$ cat src/rtl/mem_arbiter.sv
// -----------------------------------------------------------------------------
// mem_arbiter
//   Two-port round-robin arbiter and sequencer in front of a single-port
//   synchronous RAM (one-edge access, read data valid after the access edge).
//   Each transaction takes three clocks: IDLE (grant) -> ACCESS (RAM acts on
//   the closing edge) -> CAPTURE (read data sampled, done pulsed) -> IDLE.
//
// Ports
//   clk, clear_n                 clock (posedge), asynchronous active-low reset
//   req/we/addr/wdata 0 and 1    requester inputs, held stable until done
//   done0/done1                  one-cycle completion pulses (never together)
//   rdata0/rdata1                per-port read data, updated on read completion
//   busy, grant_id               sequencer activity and owning port
//   mem_addr/read/write/wdata    RAM command outputs
//   mem_rdata                    RAM read data, only sampled in CAPTURE
// -----------------------------------------------------------------------------
module mem_arbiter #(
  parameter int ADDR_W = 9,
  parameter int DATA_W = 32
) (
  input  logic              clk,
  input  logic              clear_n,
  input  logic              req0,
  input  logic              we0,
  input  logic [ADDR_W-1:0] addr0,
  input  logic [DATA_W-1:0] wdata0,
  output logic              done0,
  output logic [DATA_W-1:0] rdata0,
  input  logic              req1,
  input  logic              we1,
  input  logic [ADDR_W-1:0] addr1,
  input  logic [DATA_W-1:0] wdata1,
  output logic              done1,
  output logic [DATA_W-1:0] rdata1,
  output logic              busy,
  output logic              grant_id,
  output logic [ADDR_W-1:0] mem_addr,
  output logic              mem_read,
  output logic              mem_write,
  output logic [DATA_W-1:0] mem_wdata,
  input  logic [DATA_W-1:0] mem_rdata
);

  typedef enum logic [1:0] {
    ST_IDLE    = 2'd0,
    ST_ACCESS  = 2'd1,
    ST_CAPTURE = 2'd2
  } state_t;

  state_t              state_q, state_d;
  logic                done0_q, done0_d;
  logic                done1_q, done1_d;
  logic [DATA_W-1:0]   rdata0_q, rdata0_d;
  logic [DATA_W-1:0]   rdata1_q, rdata1_d;
  logic                busy_q, busy_d;
  logic                grant_id_q, grant_id_d;
  logic                last_grant_q, last_grant_d;
  logic                op_we_q, op_we_d;
  logic [ADDR_W-1:0]   mem_addr_q, mem_addr_d;
  logic                mem_read_q, mem_read_d;
  logic                mem_write_q, mem_write_d;
  logic [DATA_W-1:0]   mem_wdata_q, mem_wdata_d;

  logic                sel;
  logic                sel_we;

  // Port choice: a lone requester wins; on a tie the port that did not win
  // last time goes next.
  always_comb begin
    sel = 1'b0;
    if (req0 && req1) begin
      sel = ~last_grant_q;
    end else if (req1) begin
      sel = 1'b1;
    end
    sel_we = sel ? we1 : we0;
  end

  always_comb begin
    state_d      = state_q;
    done0_d      = 1'b0;
    done1_d      = 1'b0;
    rdata0_d     = rdata0_q;
    rdata1_d     = rdata1_q;
    grant_id_d   = grant_id_q;
    last_grant_d = last_grant_q;
    op_we_d      = op_we_q;
    mem_addr_d   = mem_addr_q;
    mem_read_d   = mem_read_q;
    mem_write_d  = mem_write_q;
    mem_wdata_d  = mem_wdata_q;

    case (state_q)
      ST_IDLE: begin
        if (req0 || req1) begin
          grant_id_d   = sel;
          last_grant_d = sel;
          op_we_d      = sel_we;
          mem_addr_d   = sel ? addr1 : addr0;
          mem_wdata_d  = sel ? wdata1 : wdata0;
          mem_read_d   = ~sel_we;
          mem_write_d  = sel_we;
          state_d      = ST_ACCESS;
        end
      end
      ST_ACCESS: begin
        // The RAM acts on this closing edge; drop the strobes but keep the
        // address so the command is exactly one cycle wide.
        mem_read_d  = 1'b0;
        mem_write_d = 1'b0;
        state_d     = ST_CAPTURE;
      end
      ST_CAPTURE: begin
        if (!op_we_q) begin
          if (grant_id_q) begin
            rdata1_d = mem_rdata;
          end else begin
            rdata0_d = mem_rdata;
          end
        end
        done0_d = ~grant_id_q;
        done1_d = grant_id_q;
        state_d = ST_IDLE;
      end
      default: begin
        state_d     = ST_IDLE;
        mem_read_d  = 1'b0;
        mem_write_d = 1'b0;
      end
    endcase

    busy_d = (state_d != ST_IDLE);
  end

  always_ff @(posedge clk or negedge clear_n) begin
    if (!clear_n) begin
      state_q      <= ST_IDLE;
      done0_q      <= 1'b0;
      done1_q      <= 1'b0;
      rdata0_q     <= '0;
      rdata1_q     <= '0;
      busy_q       <= 1'b0;
      grant_id_q   <= 1'b0;
      last_grant_q <= 1'b1;   // port 0 wins the first tie
      op_we_q      <= 1'b0;
      mem_addr_q   <= '0;
      mem_read_q   <= 1'b0;
      mem_write_q  <= 1'b0;
      mem_wdata_q  <= '0;
    end else begin
      state_q      <= state_d;
      done0_q      <= done0_d;
      done1_q      <= done1_d;
      rdata0_q     <= rdata0_d;
      rdata1_q     <= rdata1_d;
      busy_q       <= busy_d;
      grant_id_q   <= grant_id_d;
      last_grant_q <= last_grant_d;
      op_we_q      <= op_we_d;
      mem_addr_q   <= mem_addr_d;
      mem_read_q   <= mem_read_d;
      mem_write_q  <= mem_write_d;
      mem_wdata_q  <= mem_wdata_d;
    end
  end

  assign done0     = done0_q;
  assign done1     = done1_q;
  assign rdata0    = rdata0_q;
  assign rdata1    = rdata1_q;
  assign busy      = busy_q;
  assign grant_id  = grant_id_q;
  assign mem_addr  = mem_addr_q;
  assign mem_read  = mem_read_q;
  assign mem_write = mem_write_q;
  assign mem_wdata = mem_wdata_q;

endmodule
$ cat config.mk
export PLATFORM = sky130hd
export DESIGN_NAME = mem_arbiter
export DESIGN_NICKNAME = d
export VERILOG_FILES = /design/src/rtl/mem_arbiter.sv
export SDC_FILE = /design/constraint.sdc
export NUM_CORES = 1
export LEC_CHECK = 0
export ABC_AREA = 1
export CORE_MARGIN = 1
export CORE_UTILIZATION = 31
export DETAILED_ROUTE_END_ITERATION = 7
export GPL_TIMING_DRIVEN = 1
export PLACE_DENSITY = 0.72
export SLEW_MARGIN = 40
export SYNTH_ARGS = -nofsm -noshare
export SYNTH_HDL_FRONTEND = slang
export SYNTH_SLANG_ARGS = --single-unit
$ cat constraint.sdc
create_clock -name clk -period 1.7 [get_ports clk]
set_input_delay 0.51 -clock clk [delete_from_list [all_inputs] [get_ports clk]]
set_output_delay 0.51 -clock clk [all_outputs]
set_load 0.02 [all_outputs]
# Word-level counts from Yosys, hierarchy flattened
# Index checks and enable logic that the tools add are counted.
[totals]
reg_bits = 115
latch_bits = 0
mem_bits_rw = 0
romBits = 0
in_bits = 120
output_inout_bits = 111
word_cells = 42
mem_count = 0
[op_classes]
n_addsub = 0
n_mul = 0
div = 0
order_cmp = 0
n_eq_ne = 3
n_shift = 0
n_mux = 13
bitwise = 5
reduce_logical = 8
[ops]
columns = ["cell", "count"]
rows = [
  ["$mux 32", 1],
  ["$mux 9", 1],
  ["$mux 1", 7],
  ["$reduce_and 3->1", 2],
  ["$not 1->1", 5],
  ["$pmux 1 s2", 2],
  ["$pmux 2 s2", 1],
  ["$reduce_and 2->1", 2],
  ["$eq 2x1->1 const B", 1],
  ["$eq 2x2->1 const B", 1],
  ["$logic_not 2->1", 1],
  ["$mux 2", 1],
  ["$ne 2x2->1 const B", 1],
  ["$reduce_bool 2->1", 1],
  ["$logic_and 1x1->1", 1],
  ["$logic_or 1x1->1", 1],
]

# Logic depth before layout (Yosys ltp)
# Gate-level depths: netlist of run 1.
[depth]
depth_word = 6
depth_mapped = 7
ltp_nobuf = 6

# Worst setup path before layout of run 1
# Ideal clock, no wire load.
[synth_path]
kind = "input port to flip-flop"
startpoint = "in req1"
endpoint = "reg mem_wdata_q[0], in the netlist mem_wdata[0]"
setup_ps = 118
arrival_ps = 1194
setup_slack_ps = 389
stages = 6
n_path_buf = 2
cell_sequence = "buf_4 > nor2_4 > nor2_8 > buf_2 > nand3_1 > nand2_1"
[synth_between]
elab_chain_cells = 3
[synth_rtl]
columns = ["item", "line_no", "source"]
rows = [
  ["from (decl)", "29", "input logic req1,"],
  ["$mux 1 / $logic_and 1x1->1 (equally long branches)", "73, 71", ""],
  ["$mux 1", "71", "if (req0 && req1) begin"],
  ["$mux 32", "100", "mem_wdata_d = sel ? wdata1 : wdata0;"],
  ["to (signal assigned)", "163", "mem_wdata_q <= mem_wdata_d;"],
  ["to (decl)", "62", "logic [DATA_W-1:0] mem_wdata_q, mem_wdata_d;"],
]
# Parallel ways exist; a longest one is shown, timed or not.
# A chain may end at the register's enable or synchronous reset.

# Worst setup path after layout of run 1
[layout_path]
startpoint = "reg mem_wdata_q[30], in the netlist mem_wdata[30]"
endpoint = "out mem_wdata[30]"
[layout_rtl]
columns = ["item", "line_no", "source"]
rows = [
  ["to (decl)", "40", "output logic [DATA_W-1:0] mem_wdata,"],
]
# No word-level cell between the ends.

==> reports/qor.yml, run 1 <==
port_buffers: 230
yosysTopAreaCellShare_pct: 55.7
yosysWarnings: 0
cts-root-buf: "clkbuf_16"
totalWireLength_mm: 14.9
switching_share_pct: 39.3
clk_latency_ps: 410
h-tree-depth: 4
period_minus_slack_ps: 1640
hold_viol: 0
timing.fmax_mhz: 610
synth_seq_cells: 115
drtPass1Iterations: 4
drive_above_1_share_pct: 7.15
start_util_pct: 32.0
drt_iter0_drc: 274
max-slew-margin-rel_pct: 58.5
avgViaCountPerCell: 4.39
synth_area_mm2: 0.00512
cp_slowest_cell: "dfrtp_1"
fillCellCount: 1561
synth_compound_area_share_pct: 6.45
power.density_mw_per_mm2: 1840
p_int_uw: 9250
synth_top_area_cell: "dfrtp_1"
cp_num_buf_inv: 1
grt.total_usage_pct: 18.0
drc: 0
timing.final.crit_share_pct: 96.4
dpl.cell_count: 1065
syn-num-nets: 754
path_cells: "dlygate4sd2_1"
grt_max_degree: 65
wl_met3_um: 769
r2r-start: "grant_id$_DFFE_PN0P_"
path_clk_slew_ps: 50
r2r-end: "rdata1[7]$_DFFE_PN0P_"
vias: 4818
core_area_mm2: 0.0160
critPathMaxStageDelay_ps: 390
tns_ps: 0
fin_nets: 989
wl_met2_mm: 7.21
worstSetupStartpointType: "flop"
synth_cell_type_count: 20
crit_cells: 1
ir_worst_vdd_mv: 0.733
postSynthCellCount: 634
finClkSkew_ps: 6.96
yosysMostFrequentCell: "nand2_1"
cp_max_fo: 2
highest_layer: "met4"
synthFlopType: "dfrtp_1"
p_sw_uw: 5980
die_h_um: 130
maxCapViolations: 0
post_cts_buffers: 0
worstPathRequired_ps: 1190
cp-startpoint: "mem_wdata[30]$_DFFE_PN0P_"
grt_pass1_vias: 4813
setup_viol: 0
synth-adder-area-share_pct: 0
status: "completed"
p_leak_uw: 0.00451
worstSetupEndpointType: "output port"
p_comb_share_pct: 43.4
grt_overflow: 0
rsz0062_at_grt: "no"
syn_to_final_growth_pct: 61.7
cts-buffers-inserted: 17
hpwl_mm: 10.6
yosys.area_share.simple_pct: 25.1
cts_tree: "built"
synth_edf_count: 0
path_class: "flop to output port"
gp_congestion: 0.747
grt_pass1_wl_mm: 23.6
cts_num_sinks: 115
wl_per_cell_um: 13.6
num_antenna_cells: 0
synthTopCellsByCount: "nand2_1, inv_1, dfrtp_1, nand3_1, o21ai_0"
hp-class: "flop to flop"
critPathCapture: "mem_wdata[30]"
synth-xor-area-share_pct: 0
ys_async_sr_fraction_pct: 100
avgSynthCellArea_um2: 8.07
clockBufferDepth: 2
r2r_slack_ps: 230
path_delay_family: "flip-flops"
final_cells: 1097
boundaryPins: 231
row_count: 46
die_w_um: 130
crit_arrival_ps: 1130
reg2reg_depth: 5
synth_area_leaders: "dfrtp_1, nand2_1, inv_1, nand3_1, o21ai_0"
slew_violations: 0
antenna_found_initial: 0
clkPwrFrac_pct: 25.0
dieArea_mm2: 0.0170
synth.yosys.seq_area_share_pct: 56.3
synth_mux_area_share_pct: 0
wl_met1_mm: 6.42
synth_top_family_by_area: "simple AND/OR/NAND/NOR gates"
ant_nets: 0
p_seq_share_pct: 31.5
worstMarginPinSlew_ps: 623
-- timing repair --
| item | CTS | global route |
|---|---|---|
| endpoints found under the setup margin | 111 | 0 |
| endpoints found under the hold margin | 17 | 0 |
| resized for setup | 113 | 0 |
| hold buffers | 1 | 0 |
-- worst min path at each step --
stage,end,from,slack (ps),depth (start not counted)
2_1_floorplan,busy$_DFF_PN0_,clear_n,210,0
3_3_place_gp,rdata1[18]$_DFFE_PN0P_,clear_n,410,1
3_5_place_dp,rdata0[18]$_DFFE_PN0P_,clear_n,420,1
4_1_cts,mem_wdata[15]$_DFFE_PN0P_,mem_wdata[15]$_DFFE_PN0P_,480,2
5_1_grt,mem_wdata[24]$_DFFE_PN0P_,mem_wdata[24]$_DFFE_PN0P_,490,2
6_report,mem_wdata[29]$_DFFE_PN0P_,mem_wdata[29]$_DFFE_PN0P_,470,2
-- cells in the final DEF, fill, tap and decap left out, types with 2 or more instances in the layout --
master | netlist | routed
nand2_1 | 196 | 196
dlygate4sd2_1 | 0 | 110
o21ai_1 | 5 | 5
buf_4 | 5 | 10
inv_2 | 2 | 2
nand2_4 | 2 | 2
nor2_4 | 2 | 2
clkbuf_16 | 0 | 17
bufinv_16 | 0 | 4
nor2_1 | 5 | 5
o21ai_0 | 60 | 60
clkdlybuf4s50_1 | 0 | 117
clkbuf_8 | 0 | 4
nand2_2 | 3 | 3
clkinv_2 | 0 | 3
nand3_1 | 88 | 88
dfrtp_1 | 114 | 114
inv_1 | 119 | 119
buf_12 | 0 | 9
-- power groups by stage --
| stage | Combinational, uW | Clock [uW] | Sequential, uW |
|---|---|---|---|
| 5_1_grt | 7230 | 4020 | 4970 |
| 3_5_place_dp | 7590 | 0 | 4870 |
| 4_1_cts | 6700 | 3890 | 4810 |
| 6_report | 6610 | 3810 | 4800 |
| 2_1_floorplan | 2110 | 0 | 6440 |
| 3_3_place_gp | 7460 | 0 | 4850 |
-- cell families (layout without fill, tap and decap cells) --
kind of cell           after synthesis  after routing
flip-flops                         115            115
buffers and inverters              155            402
AO/OA/AOI/OAI                       66             66
AND/OR/NAND/NOR                    298            298
-- through the flow --
stage | setup WS [ps] | total power (uW) | util, % | instance area (um^2) | hold WS (ps)
CTS | 33.5 | 15400 | 51.7 | 8280 | 475
global placement | -42.8 | 12300 | 48.5 | 7770 | 415
global route | 5.66 | 16200 | 51.7 | 8280 | 489
floorplan | 389 | 8550 | - | 5120 | 214
detailed placement | -94.5 | 12500 | 48.5 | 7770 | 416
finish | 61.8 | 15200 | 51.7 | 8280 | 470
-- state kept, by name, indices dropped and copies added (netlist names), 2 cells and up --
name	cells
mem_wdata	32
rdata1	32
mem_addr	9
rdata0	32
state_q	2
-- metal layers --
metal,GRT usage [%],up-vias
met4,9.80,0
met5,0,-
met3,4.36,38
li1,-,2403
met2,29.6,148
met1,21.8,2229
-- final cells by class --
cell class                      count  area (um^2)  area share, %
Timing Repair Buffer              249         2420           29.2
Tap cell                          216          270           3.27
Sequential cell                   115         2880           34.8
Inverter                          122          460           5.56
Clock inverter                      9          151           1.83
Clock buffer                       22          484           5.85
Multi-Input combinational cell    364         1620           19.5
Note: power is estimated with default switching activity, not from simulation.
==> inputs of run 2 (changes only) <==
--- a/config.mk
+++ b/config.mk
@@ -7,10 +7,11 @@
 export LEC_CHECK = 0
 export ABC_AREA = 1
 export CORE_MARGIN = 1
-export CORE_UTILIZATION = 31
+export CORE_UTILIZATION = 42
 export DETAILED_ROUTE_END_ITERATION = 7
 export GPL_TIMING_DRIVEN = 1
-export PLACE_DENSITY = 0.72
+export PLACE_DENSITY = 0.9
+export RECOVER_POWER = 50
 export SLEW_MARGIN = 40
 export SYNTH_ARGS = -nofsm -noshare
 export SYNTH_HDL_FRONTEND = slang
==> constraint.sdc (replaced) <==
create_clock -name clk -period 1.7 [get_ports clk]
set_input_delay 0.51 -clock clk [delete_from_list [all_inputs] [get_ports clk]]
set_output_delay 0.51 -clock clk [all_outputs]
set_load 0.1 [all_outputs]
==> reports/qor.yml, run 2 (synthesis results as in run 1) <==
grt_overflow: 0  # unchanged
holdWs_ps: 479  # +9.61 ps
reg2reg_depth: 5  # unchanged
worstSetupEndpointType: "output port"
cp_slowest_cell: "dfrtp_1"
whs_path_depth: 2  # unchanged
drtPass1Iterations: 5  # +1
hold_end: "mem_addr[4]$_DFFE_PN0P_"
setup_viol: 0  # unchanged
num_antenna_cells: 0  # unchanged
cts-buffers-inserted: 17  # unchanged
boundaryPins: 231  # unchanged
post-place-ws_ps: -196  # -101 ps
clk_latency_ps: 400  # about the same
path_class: "flop to output port"
die_w_um: 112  # -14%
worst_slack_ps: 97.5  # +35.7 ps
max-slew-margin-rel_pct: 59.1  # +0.58 points
grt_pass1_vias: 5214  # +8.3%
min_from: "mem_addr[4]$_DFFE_PN0P_"
wl_per_cell_um: 15.3  # +12%
grt.total_usage_pct: 25.9  # +7.8 points
status: "completed"
hp-class: "flop to flop"
period_minus_slack_ps: 1600  # -35.7 ps
path_clk_slew_ps: 50  # about the same
cp_max_fo: 2  # unchanged
cp_num_buf_inv: 1  # unchanged
drive_above_1_share_pct: 19.4  # +12 points
h-tree-depth: 4  # unchanged
grt_max_degree: 65  # unchanged
vias: 4989  # +3.5%
fillCellCount: 740  # -53%
rsz0062_at_grt: "no"
crit_arrival_ps: 1090  # -40 ps
cts_tree: "built"
dieArea_mm2: 0.0126  # -26%
clockBufferDepth: 2  # unchanged
timing.final.crit_share_pct: 94.3  # -2.1 points
timing.fmax_mhz: 624  # +2.2%
maxCapViolations: 0  # unchanged
totalWireLength_mm: 15.6  # +4.5%
seq_area_mm2: 0.00288  # about the same
post_cts_buffers: 0  # unchanged
avgViaCountPerCell: 4.89  # +11%
ant_nets: 0  # unchanged
drt_iter0_drc: 405  # +48%
worstMarginPinSlew_ps: 614  # -8.73 ps
mostFrequentLayoutCells: "nand2_1, inv_1, clkdlybuf4s50_1, dfrtp_1, nand3_1"
fin_nets: 985  # -0.40%
hpwl_mm: 11.6  # +9.9%
grt_pass1_wl_mm: 25.4  # +7.7%
row_count: 39  # -15%
r2r-start: "grant_id$_DFFE_PN0P_"
finClkSkew_ps: 15.0  # +8.06 ps
worstSetupStartpointType: "flop"
crit_cells: 1  # unchanged
core_area_mm2: 0.0117  # -27%
place_area_mm2: 0.00870  # +12%
cts_num_sinks: 115  # unchanged
gp_congestion: 0.845  # +13%
worstPathRequired_ps: 1190  # about the same
port_buffers: 230  # unchanged
multiInputGateArea_mm2: 0.00162  # unchanged
path_delay_family: "flip-flops"
mostFrequentLayoutCell: "nand2_1"
slew_violations: 0  # unchanged
path_cells: "clkbuf_4"
drc: 0  # unchanged
syn_to_final_growth_pct: 72.1
critPathMaxStageDelay_ps: 350  # -40 ps
r2r-end: "rdata1[12]$_DFFE_PN0P_"
start_util_pct: 43.9  # +12 points
cts-root-buf: "clkbuf_16"
r2r_slack_ps: 180  # -50 ps
hold_viol: 0  # unchanged
fin_area_mm2: 0.00881  # +6.4%
die_h_um: 112  # -14%
antenna_found_initial: 0  # unchanged
-- run 2: layout make-up --
type / instances / share of cell area, %
well taps: 143 / 2.03
repair buffers: 245 / 35.2
clock buffers: 19 / 5.03
inverters: 122 / 5.23
clock inverters: 13 / 1.42
flip-flops and latches: 115 / 32.7
multi-input cells: 364 / 18.3
-- run 2: routing by layer --
metal  vias to the layer above  GRT usage (%)  share of wire (%)
met5                         -              0                  0
met4                         0           13.6                4.3
met3                        50           5.89                5.8
met2                       204           47.2                 53
met1                      2342           28.0                 37
li1                       2393              -                  -
-- run 2: what timing repair did --
item                                    4_1_cts  5_1_grt
hold buffers                                  1        0
endpoints found under the setup margin        0        1
hold endpoints to repair                     16        0
resized for setup                             0        1
-- run 2: through the flow --
| step | util, % | TNS (ps) | instances |
|---|---|---|---|
| after detailed placement | 74.6 | -7330 | 988 |
| after floorplan | - | 0 | 634 |
| final | 75.5 | 0 | 1021 |
| after global routing | 75.5 | 0 | 1021 |
| after global placement | 74.6 | -3100 | 988 |
| after CTS | 79.5 | 0 | 1021 |
-- run 2: how the worst max path moves through the flow --
| stage | start | endpoint |
|---|---|---|
| after floorplan | grant_id$_DFFE_PN0P_ | rdata1[10]$_DFFE_PN0P_ |
| after global placement | req0 | op_we_q$_DFFE_PN0P_ |
| after detailed placement | req0 | mem_addr[0]$_DFFE_PN0P_ |
| after CTS | grant_id$_DFFE_PN0P_ | rdata1[20]$_DFFE_PN0P_ |
| after global routing | grant_id$_DFFE_PN0P_ | rdata1[1]$_DFFE_PN0P_ |
| final | rdata1[17]$_DFFE_PN0P_ | rdata1[17] |
Power of run 2 is not shown: default switching activity piles up to over one toggle a cycle in this logic, so the estimate is an artifact.
==> inputs of run 3 (changes only) <==
--- a/config.mk
+++ b/config.mk
@@ -6,7 +6,6 @@
 export NUM_CORES = 1
 export LEC_CHECK = 0
 export ABC_AREA = 1
-export CORE_MARGIN = 1
 export CORE_UTILIZATION = 42
 export DETAILED_ROUTE_END_ITERATION = 7
 export GPL_TIMING_DRIVEN = 1
==> results of run 3 <==
No change in the layout: final DEF, timing and power equal those of run 2.
Power of run 3 is left out for the same reason.
